`src/rtl/mips_pkg.sv`:
```
// rtl/mips_pkg.sv - shared MIPS datapath widths plus data-memory arbiter types
// Contents:
//   DATA, ADDRESSWIDTH    : datapath word width and byte-address width
//   DEFAULT_STARVE_LIMIT  : default number of denied port-1 cycles before a forced grant
//   arb_state_t           : arbiter FSM state
//   dmem_req_t            : one requester's memory access {we, addr, wdata}
package mips_pkg;

    localparam int DATA                 = 32;
    localparam int ADDRESSWIDTH         = 32;
    localparam int DEFAULT_STARVE_LIMIT = 4;

    typedef enum logic {
        P0_PRIO  = 1'b0,
        P1_FORCE = 1'b1
    } arb_state_t;

    typedef struct packed {
        logic                    we;
        logic [ADDRESSWIDTH-1:0] addr;
        logic [DATA-1:0]         wdata;
    } dmem_req_t;

endpackage

```
`src/rtl/dmem_arbiter_if.sv`:
```
// rtl/dmem_arbiter_if.sv - requester and data-memory signals of the data-memory arbiter
// Signals:
//   p0_*/p1_*  : req, we, addr, wdata from each requester; gnt, rvalid, rdata back to it
//   misalign_err : pulse after a granted access with addr[1:0] != 0
//   mem_*      : we, addr, wdata to the data memory; rdata (combinational) from it
// Modports:
//   master : requesters and memory side (drives requests and mem_rdata)
//   slave  : the arbiter
interface dmem_arbiter_if;
    import mips_pkg::*;

    logic                    p0_req;
    logic                    p0_we;
    logic [ADDRESSWIDTH-1:0] p0_addr;
    logic [DATA-1:0]         p0_wdata;
    logic                    p0_gnt;
    logic                    p0_rvalid;
    logic [DATA-1:0]         p0_rdata;

    logic                    p1_req;
    logic                    p1_we;
    logic [ADDRESSWIDTH-1:0] p1_addr;
    logic [DATA-1:0]         p1_wdata;
    logic                    p1_gnt;
    logic                    p1_rvalid;
    logic [DATA-1:0]         p1_rdata;

    logic                    misalign_err;

    logic                    mem_we;
    logic [ADDRESSWIDTH-1:0] mem_addr;
    logic [DATA-1:0]         mem_wdata;
    logic [DATA-1:0]         mem_rdata;

    modport master (
        output p0_req, p0_we, p0_addr, p0_wdata,
        output p1_req, p1_we, p1_addr, p1_wdata,
        output mem_rdata,
        input  p0_gnt, p0_rvalid, p0_rdata,
        input  p1_gnt, p1_rvalid, p1_rdata,
        input  misalign_err, mem_we, mem_addr, mem_wdata
    );

    modport slave (
        input  p0_req, p0_we, p0_addr, p0_wdata,
        input  p1_req, p1_we, p1_addr, p1_wdata,
        input  mem_rdata,
        output p0_gnt, p0_rvalid, p0_rdata,
        output p1_gnt, p1_rvalid, p1_rdata,
        output misalign_err, mem_we, mem_addr, mem_wdata
    );

endinterface

```
`src/rtl/dmem_starve_counter.sv`:
```
// rtl/dmem_starve_counter.sv - counts consecutive denied port-1 cycles and flags a forced grant
// Ports:
//   clk, reset  : clock, asynchronous active-high reset
//   req, gnt    : port-1 request and grant for the current cycle
//   limit       : denied cycles allowed before forcing (1..15)
//   force_next  : this cycle is the limit-th denial; next cycle must grant port 1
//   count       : current number of consecutive denials
module dmem_starve_counter (
    input  logic       clk,
    input  logic       reset,
    input  logic       req,
    input  logic       gnt,
    input  logic [3:0] limit,
    output logic       force_next,
    output logic [3:0] count
);

    logic denied;

    assign denied     = req & ~gnt;
    assign force_next = denied & (count == 4'(limit - 4'd1));

    // The count restarts whenever port 1 is served, withdraws, or a force
    // is being scheduled, so each forced grant buys a full new window.
    always_ff @(posedge clk or posedge reset) begin
        if (reset) begin
            count <= 4'd0;
        end else if (!denied || force_next) begin
            count <= 4'd0;
        end else begin
            count <= count + 4'd1;
        end
    end

endmodule

```
`src/rtl/dmem_arbiter.sv`:
```
// rtl/dmem_arbiter.sv - shares the single-port data memory between the MEM stage and the loader port
// Ports:
//   clk, reset : clock, asynchronous active-high reset
//   bus        : dmem_arbiter_if.slave; port 0 (MEM stage, fixed priority), port 1
//                (loader/debug, starvation-protected), memory we/addr/wdata out,
//                memory rdata in, registered rdata/rvalid and misalign_err back
module dmem_arbiter
    import mips_pkg::*;
#(
    parameter int STARVE_LIMIT = DEFAULT_STARVE_LIMIT
) (
    input  logic           clk,
    input  logic           reset,
    dmem_arbiter_if.slave  bus
);

    arb_state_t      state, state_next;
    logic            p0_gnt, p1_gnt, any_gnt;
    logic            force_next;
    logic [3:0]      starve_count;
    dmem_req_t       req0, req1, sel;
    logic            aligned;
    logic            p0_rvalid, p1_rvalid, misalign_err;
    logic [DATA-1:0] p0_rdata, p1_rdata;

    dmem_starve_counter u_starve (
        .clk        (clk),
        .reset      (reset),
        .req        (bus.p1_req),
        .gnt        (p1_gnt),
        .limit      (4'(STARVE_LIMIT)),
        .force_next (force_next),
        .count      (starve_count)
    );

    always_ff @(posedge clk or posedge reset) begin
        if (reset) begin
            state <= P0_PRIO;
        end else begin
            state <= state_next;
        end
    end

    // Grants are kept apart from next-state logic so the counter's
    // force_next (which depends on p1_gnt) does not form a comb loop.
    // Grants are held low during reset so no store can land.
    always_comb begin
        p0_gnt = 1'b0;
        p1_gnt = 1'b0;
        if (!reset) begin
            case (state)
                P0_PRIO: begin
                    p0_gnt = bus.p0_req;
                    p1_gnt = bus.p1_req & ~bus.p0_req;
                end
                P1_FORCE: begin
                    p1_gnt = bus.p1_req;
                end
                default: ;
            endcase
        end
    end

    always_comb begin
        state_next = P0_PRIO;
        if (state == P0_PRIO && force_next) begin
            state_next = P1_FORCE;
        end
    end

    assign any_gnt = p0_gnt | p1_gnt;

    // With no grant the mux rests on port 0, so mem_addr tracks the MEM stage.
    assign req0    = '{we: bus.p0_we, addr: bus.p0_addr, wdata: bus.p0_wdata};
    assign req1    = '{we: bus.p1_we, addr: bus.p1_addr, wdata: bus.p1_wdata};
    assign sel     = p1_gnt ? req1 : req0;
    assign aligned = (sel.addr[1:0] == 2'b00);

    assign bus.mem_we    = any_gnt & sel.we & aligned;
    assign bus.mem_addr  = sel.addr;
    assign bus.mem_wdata = sel.wdata;

    // Misaligned loads still return a (zero) response so the requester
    // never waits forever for rvalid.
    always_ff @(posedge clk or posedge reset) begin
        if (reset) begin
            p0_rvalid    <= 1'b0;
            p1_rvalid    <= 1'b0;
            p0_rdata     <= '0;
            p1_rdata     <= '0;
            misalign_err <= 1'b0;
        end else begin
            p0_rvalid    <= p0_gnt & ~bus.p0_we;
            p1_rvalid    <= p1_gnt & ~bus.p1_we;
            misalign_err <= any_gnt & ~aligned;
            if (p0_gnt && !bus.p0_we) begin
                p0_rdata <= aligned ? bus.mem_rdata : '0;
            end
            if (p1_gnt && !bus.p1_we) begin
                p1_rdata <= aligned ? bus.mem_rdata : '0;
            end
        end
    end

    assign bus.p0_gnt       = p0_gnt;
    assign bus.p1_gnt       = p1_gnt;
    assign bus.p0_rvalid    = p0_rvalid;
    assign bus.p1_rvalid    = p1_rvalid;
    assign bus.p0_rdata     = p0_rdata;
    assign bus.p1_rdata     = p1_rdata;
    assign bus.misalign_err = misalign_err;

endmodule

```
`src/flat_wrapper.sv`:
```
// flat-port wrapper written by rule: the top's interface ports become plain ports
module dmem_arbiter_flat import mips_pkg::*;
#(
    parameter int STARVE_LIMIT = DEFAULT_STARVE_LIMIT
)
  (clk, reset, bus_p0_req, bus_p0_we, bus_p0_addr, bus_p0_wdata, bus_p1_req, bus_p1_we, bus_p1_addr, bus_p1_wdata, bus_mem_rdata, bus_p0_gnt, bus_p0_rvalid, bus_p0_rdata, bus_p1_gnt, bus_p1_rvalid, bus_p1_rdata, bus_misalign_err, bus_mem_we, bus_mem_addr, bus_mem_wdata);
  dmem_arbiter_if bus_i ();
  input  logic clk;
  input  logic reset;
  input wire logic [$bits(bus_i.p0_req)-1:0] bus_p0_req;
  input wire logic [$bits(bus_i.p0_we)-1:0] bus_p0_we;
  input wire logic [$bits(bus_i.p0_addr)-1:0] bus_p0_addr;
  input wire logic [$bits(bus_i.p0_wdata)-1:0] bus_p0_wdata;
  input wire logic [$bits(bus_i.p1_req)-1:0] bus_p1_req;
  input wire logic [$bits(bus_i.p1_we)-1:0] bus_p1_we;
  input wire logic [$bits(bus_i.p1_addr)-1:0] bus_p1_addr;
  input wire logic [$bits(bus_i.p1_wdata)-1:0] bus_p1_wdata;
  input wire logic [$bits(bus_i.mem_rdata)-1:0] bus_mem_rdata;
  output wire logic [$bits(bus_i.p0_gnt)-1:0] bus_p0_gnt;
  output wire logic [$bits(bus_i.p0_rvalid)-1:0] bus_p0_rvalid;
  output wire logic [$bits(bus_i.p0_rdata)-1:0] bus_p0_rdata;
  output wire logic [$bits(bus_i.p1_gnt)-1:0] bus_p1_gnt;
  output wire logic [$bits(bus_i.p1_rvalid)-1:0] bus_p1_rvalid;
  output wire logic [$bits(bus_i.p1_rdata)-1:0] bus_p1_rdata;
  output wire logic [$bits(bus_i.misalign_err)-1:0] bus_misalign_err;
  output wire logic [$bits(bus_i.mem_we)-1:0] bus_mem_we;
  output wire logic [$bits(bus_i.mem_addr)-1:0] bus_mem_addr;
  output wire logic [$bits(bus_i.mem_wdata)-1:0] bus_mem_wdata;
  assign bus_i.p0_req = bus_p0_req;
  assign bus_i.p0_we = bus_p0_we;
  assign bus_i.p0_addr = bus_p0_addr;
  assign bus_i.p0_wdata = bus_p0_wdata;
  assign bus_i.p1_req = bus_p1_req;
  assign bus_i.p1_we = bus_p1_we;
  assign bus_i.p1_addr = bus_p1_addr;
  assign bus_i.p1_wdata = bus_p1_wdata;
  assign bus_i.mem_rdata = bus_mem_rdata;
  assign bus_p0_gnt = bus_i.p0_gnt;
  assign bus_p0_rvalid = bus_i.p0_rvalid;
  assign bus_p0_rdata = bus_i.p0_rdata;
  assign bus_p1_gnt = bus_i.p1_gnt;
  assign bus_p1_rvalid = bus_i.p1_rvalid;
  assign bus_p1_rdata = bus_i.p1_rdata;
  assign bus_misalign_err = bus_i.misalign_err;
  assign bus_mem_we = bus_i.mem_we;
  assign bus_mem_addr = bus_i.mem_addr;
  assign bus_mem_wdata = bus_i.mem_wdata;
  dmem_arbiter #(.STARVE_LIMIT(STARVE_LIMIT)) u_core (.clk(clk), .reset(reset), .bus(bus_i));
endmodule
```
`config.mk`:
```
export PLATFORM = sky130hd
export DESIGN_NAME = dmem_arbiter_flat
export DESIGN_NICKNAME = d
export VERILOG_FILES = /design/src/rtl/mips_pkg.sv /design/src/rtl/dmem_arbiter_if.sv /design/src/rtl/dmem_starve_counter.sv /design/src/rtl/dmem_arbiter.sv /design/src/flat_wrapper.sv
export SDC_FILE = /design/constraint.sdc
export NUM_CORES = 1
export LEC_CHECK = 0
export CAP_MARGIN = 30
export CELL_PAD_IN_SITES_DETAIL_PLACEMENT = 2
export CELL_PAD_IN_SITES_GLOBAL_PLACEMENT = 2
export CORE_UTILIZATION = 17
export DETAILED_ROUTE_END_ITERATION = 10
export MAX_ROUTING_LAYER = met4
export PLACE_DENSITY_LB_ADDON = 0.08
export SYNTH_ARGS = -nofsm -noshare
export SYNTH_HDL_FRONTEND = slang
export SYNTH_SLANG_ARGS = --single-unit
```
`constraint.sdc`:
```
create_clock -name clk -period 3.4 [get_ports clk]
set_input_delay 0.68 -clock clk [delete_from_list [all_inputs] [get_ports clk]]
set_output_delay 0.68 -clock clk [all_outputs]
set_load 0.03 [all_outputs]
```
-- Word level (Yosys, flattened, before mapping)
Index checks and enable logic that the tools add are counted.
- bits of input ports: 166
- register bits: 72
- RAM bits: 0
- ROM bits: 0
- memories: 0
- word-level logic and storage cells: 40
- bits in latches: 0
- divide/modulo/power cells: 0
- equal/unequal tests: 1
- order comparisons: 0
- mux-type cells: 8
- reductions and logical operators: 8
- shift-type cells: 0
- bitwise logic cells: 15
- multipliers: 0
- add/subtract/negate cells: 1
- operators by type and width (operator ; number):
    65-bit 2-to-1 mux ; 1
    32-bit 2-to-1 mux ; 1
    1-bit bitwise AND ; 8
    1-bit NOT ; 6
    4-bit by 1-bit adder with 4-bit output (second input constant) ; 1
    4-bit by 2-bit equality test with 1-bit output (second input constant) ; 1
    1-bit 2-to-1 mux ; 4
    4-bit 2-to-1 mux ; 1
    1-bit logical AND ; 3
    1-bit logical NOT ; 3
    2-bit logical NOT ; 1
    1-bit one-hot mux with 2 select lines ; 1
    1-bit logical OR ; 1
    1-bit OR ; 1

-- Longest topological paths before layout
Gate-level depths: netlist of the first run.
- word-level depth: 9
- depth in mapped cells: 7
- depth with buffers taken out: 5

-- By module
A second synthesis of the first run with hierarchy kept.
- cells, all modules: 401
- area total of the unflattened synthesis: 3871.2 µm²
- modules (own cells, without submodules) (module ; sequential area each (µm²) ; cells each ; area each (µm²) ; times used):
    dmem_arbiter ; 1701.6 ; 375 ; 3582.2 ; 1
    dmem_starve_counter ; 100.1 ; 26 ; 289.0 ; 1

-- Worst setup path before layout of the first run
No wires, ideal clock.
- path kind: input to output
- start: in reset
- end: out bus_mem_we
- data arrival time: 2703 ps
- path buffers: 1
- cell stages on the path: 5
- path slack: 17 ps
- data required time: 2720 ps
- path through: inv_2 -> nand3_4 -> mux2i_4 -> buf_4 -> nor3_2
- longest elaborated chain between the ends: 4
- elaborated cells between the ends (all ways): 7
- those cells by class: mux: 3; bitwise: 3; reduce/logical: 1
- ends and longest elaborated chain (item ; RTL line ; text):
    start: declaration ; flat_wrapper.sv:9 ; input logic reset;
    1-bit 2-to-1 mux ; dmem_arbiter.sv:50 ; if (!reset) begin
    1-bit OR / 65-bit 2-to-1 mux (equally long branches) ; dmem_arbiter.sv:71, dmem_arbiter.sv:76 ;
    1-bit bitwise AND / 2-bit logical NOT (equally long branches) ; dmem_arbiter.sv:79, dmem_arbiter.sv:77 ;
    1-bit bitwise AND (*) ; dmem_arbiter.sv:79 ; assign bus.mem_we = any_gnt & sel.we & aligned;
    end: declaration ; flat_wrapper.sv:26 ; output wire logic [$bits(bus_i.mem_we)-1:0] bus_mem_we;
Every way passes the cells marked *; elsewhere a longest branch is shown, timed or not.

-- Final worst setup path of the first run
- start: in bus_p0_req
- end: out bus_mem_addr[26]
- longest elaborated chain between the ends: 5
- ends and longest elaborated chain (item ; RTL line ; text):
    start: declaration ; flat_wrapper.sv:10 ; input wire logic [$bits(bus_i.p0_req)-1:0] bus_p0_req;
    1-bit NOT ; dmem_arbiter.sv:54 ; p1_gnt = bus.p1_req & ~bus.p0_req;
    1-bit bitwise AND ; dmem_arbiter.sv:54 ;
    1-bit one-hot mux with 2 select lines ; dmem_arbiter.sv:51 ; case (state)
    1-bit 2-to-1 mux ; dmem_arbiter.sv:50 ;
    65-bit 2-to-1 mux ; dmem_arbiter.sv:76 ; assign sel = p1_gnt ? req1 : req0;
    end: declaration ; flat_wrapper.sv:27 ; output wire logic [$bits(bus_i.mem_addr)-1:0] bus_mem_addr;
No other way between the ends.

==> flow_metrics.env, run 1 <==
export IMPL_outcome="complete, no violations"
export IMPL_synth_main_ff_cell="sky130_fd_sc_hd__dfrtp_1"
export IMPL_synthArstFlopShare=1.00
export IMPL_critPathBufInv=3
export IMPL_finalSetupTns_ns=0
export IMPL_via_count=4114
export IMPL_hp_start="u_core.bus.p0_rdata[17]"
export IMPL_htreeDepth=3
export IMPL_synth_nets=555
export IMPL_critical_path_startpoint="bus_p0_req"
export IMPL_dpl_instance_area_mm2=0.00713
export IMPL_initial_core_utilization=0.174
export IMPL_floorplan_core_area_mm2=0.0219
export IMPL_route_detailed_vias_per_inst=4.20
export IMPL_peakVddDrop_mv=0.233
export IMPL_leakage_nw=3.12
export IMPL_netlist_top_cells_area="sky130_fd_sc_hd__dfrtp_1 (47%), sky130_fd_sc_hd__mux2_2 (19%), sky130_fd_sc_hd__nand2_1 (9.6%), sky130_fd_sc_hd__o21ai_0 (4.6%), sky130_fd_sc_hd__nand3_1 (4.3%)"
export IMPL_grt_setup_unrepaired="false"
export IMPL_synth_warning_count=0
export IMPL_cell_row_count=54
export IMPL_global_route_wire_length_before_repair_um=29300
export IMPL_pin_count_of_the_biggest_net_entering_global_routing=51
export IMPL_post_route_fraction_of_the_period_consumed_by_the_critical_path=0.982
export IMPL_max_slew_margin_rel=0.663
export IMPL_number_of_enable_type_register_cells_in_the_synthesized_netlist=0
export IMPL_final_setup_viol_count=0
export IMPL_drt_total_wl_um=20600
export IMPL_crit_slowest_cell="sky130_fd_sc_hd__clkdlybuf4s50_1"
export IMPL_synth_seq_cells=72
export IMPL_worst_slew_pin_slew_ns=0.506
export IMPL_critPathCaptureType="primary output"
export IMPL_first_iter_violations=80
export IMPL_clock_tree_buffer_depth=2
export IMPL_cp_peak_stage_delay_ns=0.60
export IMPL_synth_top_cell_area_share=0.473
export IMPL_worst_setup_hold_path_clk_slew_ns=0.06
export IMPL_worstHoldPathType="flip-flop to flip-flop"
export IMPL_io_buffer_count=299
export IMPL_cts_tree="yes"
export IMPL_drv_max_cap_violation_count=0
export IMPL_post_synth_instance_area_mm2=0.00381
export IMPL_overflow=0
export IMPL_setup_worst_path_start_class="primary input"
export IMPL_cts_resized=0
export IMPL_worstPathCellList="clkdlybuf4s50_1 > nand2b_4 > nand3_4 > buf_12 > mux2_2 > clkdlybuf4s50_1"
export IMPL_first_pass_iters=4
export IMPL_most_common_cell_type_on_the_critical_path="sky130_fd_sc_hd__clkdlybuf4s50_1"
export IMPL_synth_cell_types=30
export IMPL_worst_setup_path_type="primary input to primary output"
export IMPL_layout_area_overhead_pct=95.8
export IMPL_hold_slack_ns=0.484
export IMPL_fin_area_mm2=0.00746
export IMPL_worstSkewPairLatency_ns=0.34
export IMPL_netlist_instances=388
export IMPL_synth_commonest_cells="sky130_fd_sc_hd__nand2_1 (97), sky130_fd_sc_hd__dfrtp_1 (72), sky130_fd_sc_hd__mux2_2 (64)"
export IMPL_final_max_slew_viol_count=0
export IMPL_worst_path_dominant_cell_family="buffers and inverters"
export IMPL_antenna_violations_before_repair=6
export IMPL_rr_startpoint="u_core.state"
export IMPL_cts_hold_buffers_added=0
export IMPL_post_cts_buffers=0
export IMPL_finalWeightedCongestion=0.897
export IMPL_fin_total_pwr_mw=3.00
export IMPL_final_net_count=855
export IMPL_all_layer_gr_usage=0.183
export IMPL_dieWidth_um=152
export IMPL_cts_buffers=9
export IMPL_post_synth_top_count_cell="sky130_fd_sc_hd__nand2_1"
export IMPL_layout_drive_gt1_share=0.198
export IMPL_skew_ns=0.0141
export IMPL_route_antenna_remaining_nets=0
export IMPL_post_dp_hpwl_um=16300
export IMPL_dieArea_mm2=0.0230
export IMPL_timing_critical_path_arrival_ns=2.66
export IMPL_cts_root_buffer_cell="sky130_fd_sc_hd__clkbuf_16"
export IMPL_chipHeight_um=152
export IMPL_achievable_frequency_mhz=299
export IMPL_numClockSinks=72
export IMPL_syn_area_per_cell_um2=9.82
export IMPL_final_period_minus_worst_setup_slack_ns=3.34
export IMPL_worst_path_fanout_max=28
export IMPL_drt_drc_violations_left=0
export IMPL_power_density_cell_area_mw_per_mm2=403
export IMPL_post_synth_top_area_cell="sky130_fd_sc_hd__dfrtp_1"
export IMPL_route_detailed_wl_per_inst_um=21.0
export IMPL_first_global_vias=4614
export IMPL_final_hold_viol_count=0
export IMPL_worstPathRequired_ns=2.72
export IMPL_synth_sequential_area_ratio=0.473
export IMPL_floorplan_io_pins=300
==> area by class of cell <==
class	count	area (um2)
Clock buffer	13	270
Timing Repair Buffer	318	3130
Antenna cell	6	15.0
Sequential cell	72	1800
Inverter	3	17.5
Clock inverter	3	46.3
Tap cell	280	350
Fill cell	2396	14400
Multi-Input combinational cell	284	1830
==> kinds of logic after synthesis <==
group | synth area share
AND/OR/NAND/NOR | 0.179
adder cells (fa/ha/maj) | 0.00328
AO/OA/AOI/OAI | 0.0979
flip-flops | 0.473
XOR/XNOR | 0.00230
multiplexers | 0.195
buffers and inverters | 0.0496
==> layer usage <==
metal | track usage | wire, um | up-vias
met2 | 0.332 | 11100 | 164
met3 | 0.0524 | 1780 | 18
met1 | 0.185 | 7440 | 1997
li1 | - | - | 1935
met4 | 0.0653 | 301 | 0
met5 | - | 0 | -
==> placed cells by master, fill, tap and decap left out, types with 2 or more instances in the layout <==
master / synthesis / final
sky130_fd_sc_hd__buf_12: 0 / 2
sky130_fd_sc_hd__clkdlybuf4s50_1: 0 / 279
sky130_fd_sc_hd__o21ai_0: 35 / 35
sky130_fd_sc_hd__o21ai_1: 19 / 19
sky130_fd_sc_hd__diode_2: 0 / 6
sky130_fd_sc_hd__nor2_1: 7 / 6
sky130_fd_sc_hd__clkbuf_16: 0 / 9
sky130_fd_sc_hd__nor3b_1: 3 / 3
sky130_fd_sc_hd__mux2_2: 64 / 64
sky130_fd_sc_hd__nand3_1: 33 / 33
sky130_fd_sc_hd__o21ai_2: 10 / 10
sky130_fd_sc_hd__dfrtp_1: 72 / 72
sky130_fd_sc_hd__nand2_1: 97 / 97
sky130_fd_sc_hd__a21oi_1: 3 / 3
sky130_fd_sc_hd__buf_4: 3 / 36
sky130_fd_sc_hd__clkbuf_8: 0 / 3
==> flip-flops by register name, summed over array words and instances (netlist names) <==
signal,flops
u_core.bus.misalign_err,1
u_core.bus.p0_rdata,32
u_core.state,1
u_core.bus.p1_rdata,32
u_core.bus.p1_rvalid,1
u_core.bus.p0_rvalid,1
u_core.u_starve.count,4
==> through the flow <==
| stage | cells | utilization | setup slack, ns |
|---|---|---|---|
| after floorplan | 388 | - | 0.0175 |
| after global placement | 956 | 0.324 | 0.0944 |
| after detailed placement | 957 | 0.326 | 0.0572 |
| after CTS | 973 | 0.340 | 0.0463 |
| after global routing | 979 | 0.341 | 0.00373 |
| final | 979 | 0.341 | 0.0598 |
==> worst register-to-register path: cells and delay by family (launching register included) <==
family / cells / cell delay (ns)
compound gates: 1 / 0.16
flops: 1 / 0.41
buf+inv: 1 / 0.35
simple gates: 3 / 0.97
==> where the power goes <==
| group | internal (mW) | total, mW | switching (mW) |
|---|---|---|---|
| clock network | 0.632 | 1.01 | 0.381 |
| logic | 0.482 | 1.01 | 0.530 |
| registers | 0.935 | 0.978 | 0.0426 |
==> path summary, 6_finish.rpt <==
| check | endpoint | cells past startpoint | slack (ns) |
|---|---|---|---|
| hold / removal | u_core.bus.p0_rdata[17] | 2 | 0.48 |
| setup reg to reg | u_core.bus.p0_rdata[26] | 5 | 1.45 |
| hold reg to reg | u_core.bus.p0_rdata[17] | 2 | 0.48 |
| min in group asynchronous | u_core.bus.p0_rdata[29] | 3 | 0.79 |
| max in group asynchronous | u_core.bus.p1_rdata[7] | 4 | 2.04 |
| setup / recovery | bus_mem_addr[26] | 6 | 0.06 |
Note: power is estimated with default switching activity, not from simulation.
==> inputs of run 2 (changes only) <==
Settings changed: CORE_UTILIZATION 17 to 18, CTS_BUF_LIST set to sky130_fd_sc_hd__clkbuf_4.
==> run 2 against run 1 <==
  * Flip-flop and latch count stayed put
  * Total power is 13% lower
  * Non-clock buffer count is 1 lower
  * Register-to-register slack worse by 0.15 ns
  * Sequential share of layout area is 0.42 points higher
  * Hold slack better by 0.0035 ns
  * Clock power is 37% lower
  * Clock-buffer cell count is 1 lower
  * Via count is 0.58% higher
  * Global-route usage is 1.5 points higher
  * Clock skew is 0.0086 ns lower
  * Routed wire length is 0.68% higher
  * Critical endpoint is now bus_mem_addr[30]
==> flow_metrics.env, run 2 (same netlist as run 1, synthesis figures left out) <==
export IMPL_cellInternalPower_mw=1.74
export IMPL_drv_max_cap_violation_count=0
export IMPL_timing_critical_path_arrival_ns=2.65
export IMPL_final_net_count=854
export IMPL_layout_area_overhead_pct=92.5
export IMPL_worstPathCellList="clkdlybuf4s50_1 > nand2b_4 > nand3_4 > buf_12 > mux2_2 > clkdlybuf4s50_1"
export IMPL_overflow=0
export IMPL_numClockSinks=72
export IMPL_final_max_slew_viol_count=0
export IMPL_cts_tree="yes"
export IMPL_post_route_fraction_of_the_period_consumed_by_the_critical_path=0.979
export IMPL_final_hold_viol_count=0
export IMPL_post_cts_buffers=0
export IMPL_worstSkewPairLatency_ns=0.43
export IMPL_initial_core_utilization=0.186
export IMPL_dieArea_mm2=0.0217
export IMPL_setup_worst_path_start_class="primary input"
export IMPL_chipHeight_um=147
export IMPL_io_buffer_count=299
export IMPL_seqPwrFrac=0.371
export IMPL_worst_slew_pin_slew_ns=0.516
export IMPL_worst_path_dominant_cell_family="buffers and inverters"
export IMPL_worst_setup_hold_path_clk_slew_ns=0.11
export IMPL_all_layer_gr_usage=0.198
export IMPL_antenna_violations_before_repair=6
export IMPL_cell_row_count=52
export IMPL_worstHoldPathType="flip-flop to flip-flop"
export IMPL_drt_drc_violations_left=0
export IMPL_clock_tree_buffer_depth=2
export IMPL_first_iter_violations=82
export IMPL_max_slew_margin_rel=0.656
export IMPL_most_common_cell_type_on_the_critical_path="sky130_fd_sc_hd__clkdlybuf4s50_1"
export IMPL_num_fill_cells=2235
export IMPL_peakVddDrop_mv=0.197
export IMPL_first_pass_iters=4
export IMPL_leakage_nw=3.16
export IMPL_clockPowerShare=0.243
export IMPL_first_global_vias=4579
export IMPL_skew_ns=0.00548
export IMPL_route_antenna_remaining_nets=0
export IMPL_pin_count_of_the_biggest_net_entering_global_routing=38
export IMPL_cts_root_buffer_cell="sky130_fd_sc_hd__clkbuf_4"
export IMPL_route_detailed_vias_per_inst=4.27
export IMPL_layout_top_registers="u_core.bus.p0_rdata (32), u_core.bus.p1_rdata (32), u_core.u_starve.count (4)"
export IMPL_finalSetupTns_ns=0
export IMPL_dieWidth_um=147
export IMPL_cp_peak_stage_delay_ns=0.59
export IMPL_global_route_wire_length_before_repair_um=30400
export IMPL_achievable_frequency_mhz=300
export IMPL_drt_total_wl_um=20700
export IMPL_final_period_minus_worst_setup_slack_ns=3.33
export IMPL_combPwrFrac=0.386
export IMPL_total_switching_power_uw=887
export IMPL_cts_hold_buffers_added=0
export IMPL_post_dp_hpwl_um=16600
export IMPL_finalWeightedCongestion=0.901
export IMPL_fin_area_mm2=0.00733
export IMPL_outcome="complete, no violations"
export IMPL_final_setup_viol_count=0
export IMPL_worst_path_fanout_max=30
export IMPL_critPathBufInv=3
export IMPL_via_count=4138
export IMPL_cts_buffers=9
export IMPL_floorplan_core_area_mm2=0.0205
export IMPL_grt_setup_unrepaired="false"
export IMPL_mostFrequentLayoutCell="sky130_fd_sc_hd__clkdlybuf4s50_1"
export IMPL_critPathCaptureType="primary output"
export IMPL_switching_share=0.338
export IMPL_dpl_instance_area_mm2=0.00713
export IMPL_htreeDepth=3
export IMPL_worstPathRequired_ns=2.72
export IMPL_power_density_cell_area_mw_per_mm2=358
export IMPL_floorplan_io_pins=300
export IMPL_layout_drive_gt1_share=0.188
export IMPL_commonest_non_fill_non_tap_cells_in_the_layout="sky130_fd_sc_hd__clkdlybuf4s50_1 (273), sky130_fd_sc_hd__nand2_1 (97), sky130_fd_sc_hd__dfrtp_1 (72), sky130_fd_sc_hd__mux2_2 (64), sky130_fd_sc_hd__o21ai_0 (35)"
export IMPL_crit_slowest_cell="sky130_fd_sc_hd__clkdlybuf4s50_1"
export IMPL_cts_resized=0
export IMPL_worst_setup_path_type="primary input to primary output"
export IMPL_route_detailed_wl_per_inst_um=21.4
==> run 2: layer usage <==
layer,vias up,part of all wire,global-route usage
li1,1934,-,-
met2,164,0.52,0.346
met4,0,0.018,0.0624
met3,17,0.059,0.0463
met1,2023,0.41,0.222
met5,-,0,-
==> run 2: power groups by stage <==
stage / clock network [mW] / logic [mW] / registers, mW
floorplan: 0 / 0.322 / 1.14
global placement: 0 / 1.01 / 0.989
detailed placement: 0 / 1.03 / 0.992
CTS: 0.671 / 1.03 / 0.976
global route: 0.700 / 1.07 / 0.985
finish: 0.637 / 1.01 / 0.974
==> run 2: path summary, 6_finish.rpt <==
path / depth (start not counted) / from / slack, ns / end
max: 6 / bus_p0_req / 0.07 / bus_mem_addr[30]
min: 1 / u_core.u_starve.count[0] / 0.49 / u_core.u_starve.count[0]
max reg2reg: 6 / u_core.state / 1.30 / u_core.bus.p0_rdata[31]
min reg2reg: 1 / u_core.u_starve.count[0] / 0.49 / u_core.u_starve.count[0]
max in group asynchronous: 4 / reset / 2.06 / u_core.bus.p1_rdata[13]
min in group asynchronous: 3 / reset / 0.76 / u_core.bus.p0_rdata[2]
==> run 2: final cells by class <==
type	instances	area, um2	area share
clock inverter	4	68.8	0.00939
tap	270	338	0.0461
sequential	72	1800	0.246
clock buffer	12	90.1	0.0123
multi-input combinational	284	1830	0.249
antenna	6	15.0	0.00205
inverter	3	17.5	0.00239
timing repair buffer	317	3170	0.433
==> run 2: worst register-to-register path, cell delays in order, from the launching register on <==
cell                       delay [ns]
sky130_fd_sc_hd__dfrtp_1         0.43
sky130_fd_sc_hd__nand2b_4        0.17
sky130_fd_sc_hd__buf_4           0.15
sky130_fd_sc_hd__or3_2           0.67
sky130_fd_sc_hd__clkinv_4        0.35
sky130_fd_sc_hd__nand2_1         0.11
sky130_fd_sc_hd__o21ai_0         0.15
==> run 2: per-stage QoR <==
step | cells | setup WS [ns] | hold WS (ns) | util | power [mW]
2_1_floorplan | 388 | 0.0175 | 0.433 | - | 1.46
3_3_place_gp | 945 | 0.101 | 0.458 | 0.347 | 2.00
3_5_place_dp | 946 | 0.0515 | 0.473 | 0.348 | 2.02
4_1_cts | 962 | 0.0413 | 0.492 | 0.355 | 2.68
5_1_grt | 968 | 0.00471 | 0.514 | 0.358 | 2.76
6_report | 968 | 0.0713 | 0.487 | 0.358 | 2.62
==> patch 1: new RTL, flow settings as in run 1 <==
Reset style: synchronous (`reset`), changed in 3 clocked blocks. Comments in the files are not updated.
--- a/src/rtl/dmem_starve_counter.sv
+++ b/src/rtl/dmem_starve_counter.sv
@@ -22,7 +22,7 @@
 
     // The count restarts whenever port 1 is served, withdraws, or a force
     // is being scheduled, so each forced grant buys a full new window.
-    always_ff @(posedge clk or posedge reset) begin
+    always_ff @(posedge clk) begin
         if (reset) begin
             count <= 4'd0;
         end else if (!denied || force_next) begin
--- a/src/rtl/dmem_arbiter.sv
+++ b/src/rtl/dmem_arbiter.sv
@@ -33,7 +33,7 @@
         .count      (starve_count)
     );
 
-    always_ff @(posedge clk or posedge reset) begin
+    always_ff @(posedge clk) begin
         if (reset) begin
             state <= P0_PRIO;
         end else begin
@@ -82,7 +82,7 @@
 
     // Misaligned loads still return a (zero) response so the requester
     // never waits forever for rvalid.
-    always_ff @(posedge clk or posedge reset) begin
+    always_ff @(posedge clk) begin
         if (reset) begin
             p0_rvalid    <= 1'b0;
             p1_rvalid    <= 1'b0;
Check against the original RTL: differs if reset is asserted again (counterexample within 4 cycles, from zero or initial values and one cycle with reset high); with reset held inactive, the same outputs for 10 cycles.
==> patch 1 against run 1 <==
  * The flow now finishes with violations (DRC)
  * Die area up 1.1%
  * Final area is 1.1% higher
  * Synthesized cell count rose by 1.3%
  * Sequential power fell by 12%
  * Wire length shrank 2.6%
  * Non-clock buffer count shrank 6
  * Count of clock-buffer cells in the layout down 2
  * Area after synthesis rose by 1.1%
  * Critical path depth did not move
  * Sequential cell count did not move
  * Power is 8.4% lower
  * Worst setup slack improved by 0.017 ns
  * Global-route usage is 0.70 points lower
  * Largest power group is now the clock network
==> patch 1: results <==
export IMPL_outcome="finished, violations left"
export IMPL_violations="DRC"
export IMPL_skew_ns=0.00530
export IMPL_inverters=1
export IMPL_synth_area_per_cell_um2=9.80
export IMPL_worst_hold_path_endpoint="u_core.bus.p0_rdata[31]"
export IMPL_grt_pass1_wl_um=29400
export IMPL_yosys_top_cells_area="dfxtp_1 (37%), mux2_4 (19%), mux2i_1 (8.3%)"
export IMPL_drive_above_1_share=0.162
export IMPL_rr_startpoint="u_core.state"
export IMPL_met3_usage=0.0626
export IMPL_numCtsBuffers=9
export IMPL_antenna_found_initial=3
export IMPL_num_antenna_cells=3
export IMPL_irDropWorstVdd_mv=0.171
export IMPL_dpl_cell_area_mm2=0.00716
export IMPL_met3WireLength_um=1820
export IMPL_vias=4074
export IMPL_multi_input_cells=289
export IMPL_seq_share=0.191
export IMPL_p_seq_uw=861
export IMPL_drtIter0Drc=126
export IMPL_drc=28
export IMPL_p_comb_frac=0.252
export IMPL_dp_hpwl_um=15700
export IMPL_ys_seq_area_frac=0.374
export IMPL_p_switching_uw=702
export IMPL_period_share=0.977
export IMPL_power_per_cell_area_mw_per_mm2=365
export IMPL_routedWlPerCell_um=20.6
export IMPL_area_growth_pct=95.9
export IMPL_holdWs_ns=0.450
export IMPL_num_fill_cells=2411
export IMPL_grtUsageMet1=0.174
export IMPL_r2r_end="u_core.bus.p0_rdata[30]"
export IMPL_crit_start="bus_p1_req"
export IMPL_clock_cell_area_share=0.0491
export IMPL_nets=852
export IMPL_preCtsSetupSlack_ns=0.0773
export IMPL_syn_nets=560
export IMPL_gp_congestion=0.924
export IMPL_worstHoldStart="u_core.bus.p0_rdata[31]"
export IMPL_track_usage=0.176
export IMPL_signal_buffers=312
export IMPL_slew_limit_headroom=0.432
export IMPL_worstPathArrival_ns=2.64
export IMPL_synth_common_cells="dfxtp_1 (72), nand2_1 (68), mux2_4 (49)"
export IMPL_grt_max_degree=52
export IMPL_crit_path_max_fanout=30
export IMPL_crit_path_end="bus_mem_wdata[12]"
export IMPL_nClkBuffers=11
export IMPL_reg2reg_setup_slack_ns=1.79
export IMPL_dpl_cell_count=954
export IMPL_final_cells=973
export IMPL_wl_met1_um=7360
export IMPL_grt_pass1_vias=4405
export IMPL_async_flop_share=0
export IMPL_buffer_area_frac=0.415
export IMPL_dr_pass1_iters=7
export IMPL_synth_area_mm2=0.00385
patch 1: cell types whose count changed in the layout (fill, tap and decap cells not counted), moves of 19 or more:
cell	delta
dfrtp_1	-72
dfxtp_1	+72
mux2_2	-49
mux2_4	+49
nand2b_1	+33
o21ai_0	-33
mux2i_1	+32
a21oi_1	+31
nand2_1	-30
o21ai_1	-19
patch 1: kinds of logic (layout without fill, tap and decap cells):
family                     after synthesis  in the layout  share of synthesized area
and+or+nand+nor                        153            153                      0.201
muxes                                   96             96                      0.318
xor gates and xnor gates                 1              1                    0.00228
buffers and inverters                   32            329                     0.0504
AOI/OAI and AO/OA                       38             38                     0.0510
DFF                                     72             72                      0.374
other                                    0              3                          0
adders and majority gates                1              1                    0.00325
patch 1: worst max-delay path, cell delays in order:
cell and delay, ns:
clkdlybuf4s50_1 0.47, nor2b_2 0.23, nand2_4 0.11, buf_12 0.19, mux2_4 0.32, clkdlybuf4s50_1 0.61
==> patch 2: new RTL, flow settings as in run 1 <==
Made on the original files. Change the package constant `DATA` from 32 to 48.
--- a/src/rtl/mips_pkg.sv
+++ b/src/rtl/mips_pkg.sv
@@ -6,7 +6,7 @@
 //   dmem_req_t            : one requester's memory access {we, addr, wdata}
 package mips_pkg;
 
-    localparam int DATA                 = 32;
+    localparam int DATA                 = 48;
     localparam int ADDRESSWIDTH         = 32;
     localparam int DEFAULT_STARVE_LIMIT = 4;
 
Interface: changed (6 resized); port bits go from 300 to 396. The function was not compared with the original's and may differ.
==> patch 2 against run 1 <==
  * Sequential cell count rose by 32
  * Final area rose by 35%
  * Power rose by 27%
  * First-iteration DRC count rose by 56%
  * Worst setup slack better by 0.012 ns
  * Wire length increased by 40%
  * Area after synthesis grew 37%
==> patch 2: results <==
export IMPL_cts_root_buf="clkbuf_16"
export IMPL_ff2ff_path_depth=6
export IMPL_dr_pass1_iters=4
export IMPL_dp_hpwl_um=22300
export IMPL_nets=1142
export IMPL_cts_path_max_buffers=2
export IMPL_synth_common_cells="nand2_1 (145), dfrtp_1 (104), mux2_2 (80)"
export IMPL_grt_pass1_vias=6362
export IMPL_drtIter0Drc=125
export IMPL_syn_nets=763
export IMPL_htreeDepth=3
export IMPL_reg_top3="u_core.bus.p0_rdata: 48 flops, u_core.bus.p1_rdata: 48 flops, u_core.u_starve.count: 4 flops"
export IMPL_skew_ns=0.0189
export IMPL_ys_warn_count=0
export IMPL_drive_above_1_share=0.142
export IMPL_clk_latency_ns=0.36
export IMPL_synth_distinct_cells=30
export IMPL_grt_pass1_wl_um=41500
export IMPL_port_buffers=395
export IMPL_preCtsSetupSlack_ns=-0.0135
export IMPL_hold_path_class="reg2reg"
export IMPL_routedWlPerCell_um=21.7
export IMPL_ys_seq_area_frac=0.498
export IMPL_num_fill_cells=3273
export IMPL_cts_setup_buffers=0
export IMPL_async_flop_share=1.00
export IMPL_power_leakage_nw=4.69
export IMPL_numCtsBuffers=9
export IMPL_antenna_found_initial=5
export IMPL_yosys_top_cells_area="dfrtp_1 (50%), mux2_2 (17%), nand2_1 (10%)"
export IMPL_vias=5645
export IMPL_tightest_slew_ns=0.767
export IMPL_synth_flop_cell="dfrtp_1"
export IMPL_hold_viol=0
export IMPL_gp_congestion=0.865
export IMPL_grt_max_degree=54
export IMPL_worstPathArrival_ns=2.65
export IMPL_whs_path_depth=1
export IMPL_cts_repair_resized=2
export IMPL_crit_path_max_fanout=25
export IMPL_outcome="completed"
export IMPL_track_usage=0.184
export IMPL_irDropWorstVdd_mv=0.227
export IMPL_clkSlewWorstSetupHoldPaths_ns=0.06
## patch 2: report_power, final
group / total (mW) / internal (mW) / switching (mW)
Sequential: 1.41 / 1.35 / 0.0633
Clock: 1.03 / 0.511 / 0.521
Combinational: 1.37 / 0.639 / 0.732
Total: 3.82 / 2.50 / 1.32
## patch 2: path summary, 6_finish.rpt
kind	from	end	slack [ns]
max	reset	bus_mem_addr[5]	0.07
min	u_core.state	u_core.state	0.47
max reg2reg	u_core.state	u_core.bus.p0_rdata[39]	1.06
min reg2reg	u_core.state	u_core.state	0.47
max in group asynchronous	reset	u_core.state	1.14
min in group asynchronous	reset	u_core.bus.p1_rdata[42]	0.97
## patch 2: final cells by class
class / count / area share
Timing Repair Buffer: 413 / 0.418
Sequential cell: 104 / 0.258
Multi-Input combinational cell: 396 / 0.245
Tap cell: 390 / 0.0483
Clock buffer: 10 / 0.0227
Clock inverter: 6 / 0.00508
Inverter: 3 / 0.00198
Antenna cell: 5 / 0.00124
## patch 2: per-stage QoR
stage / util / cells / instance area (µm²) / TNS (ns) / power, mW
3_3_place_gp: 0.323 / 1306 / 9690 / 0 / 2.81
6_report: 0.337 / 1327 / 10100 / 0 / 3.82
3_5_place_dp: 0.323 / 1306 / 9690 / -0.0191 / 2.84
5_1_grt: 0.337 / 1327 / 10100 / -0.000128 / 4.00
2_1_floorplan: - / 548 / 5340 / -50.06 / 2.08
4_1_cts: 0.333 / 1322 / 9960 / 0 / 3.90
## patch 2: cell families after synthesis
logic type,synth area share
simple gates,0.176
flops,0.498
xor+xnor,0.00168
buf+inv,0.0520
fa+ha+maj,0.00239
mux,0.174
compound gates,0.0955
## patch 2: routing by layer
metal / track usage / up-vias / part of all wire
met5: - / - / 0
met4: 0.0602 / 0 / 0.019
met3: 0.0443 / 29 / 0.063
met2: 0.335 / 208 / 0.54
met1: 0.193 / 2794 / 0.37
li1: - / 2614 / -
## patch 2: critical path: stages
cell and delay, ns:
clkdlybuf4s50_1 0.53, clkinvlp_4 0.14, nand3_4 0.15, buf_12 0.21, mux2_4 0.31, clkdlybuf4s50_1 0.61
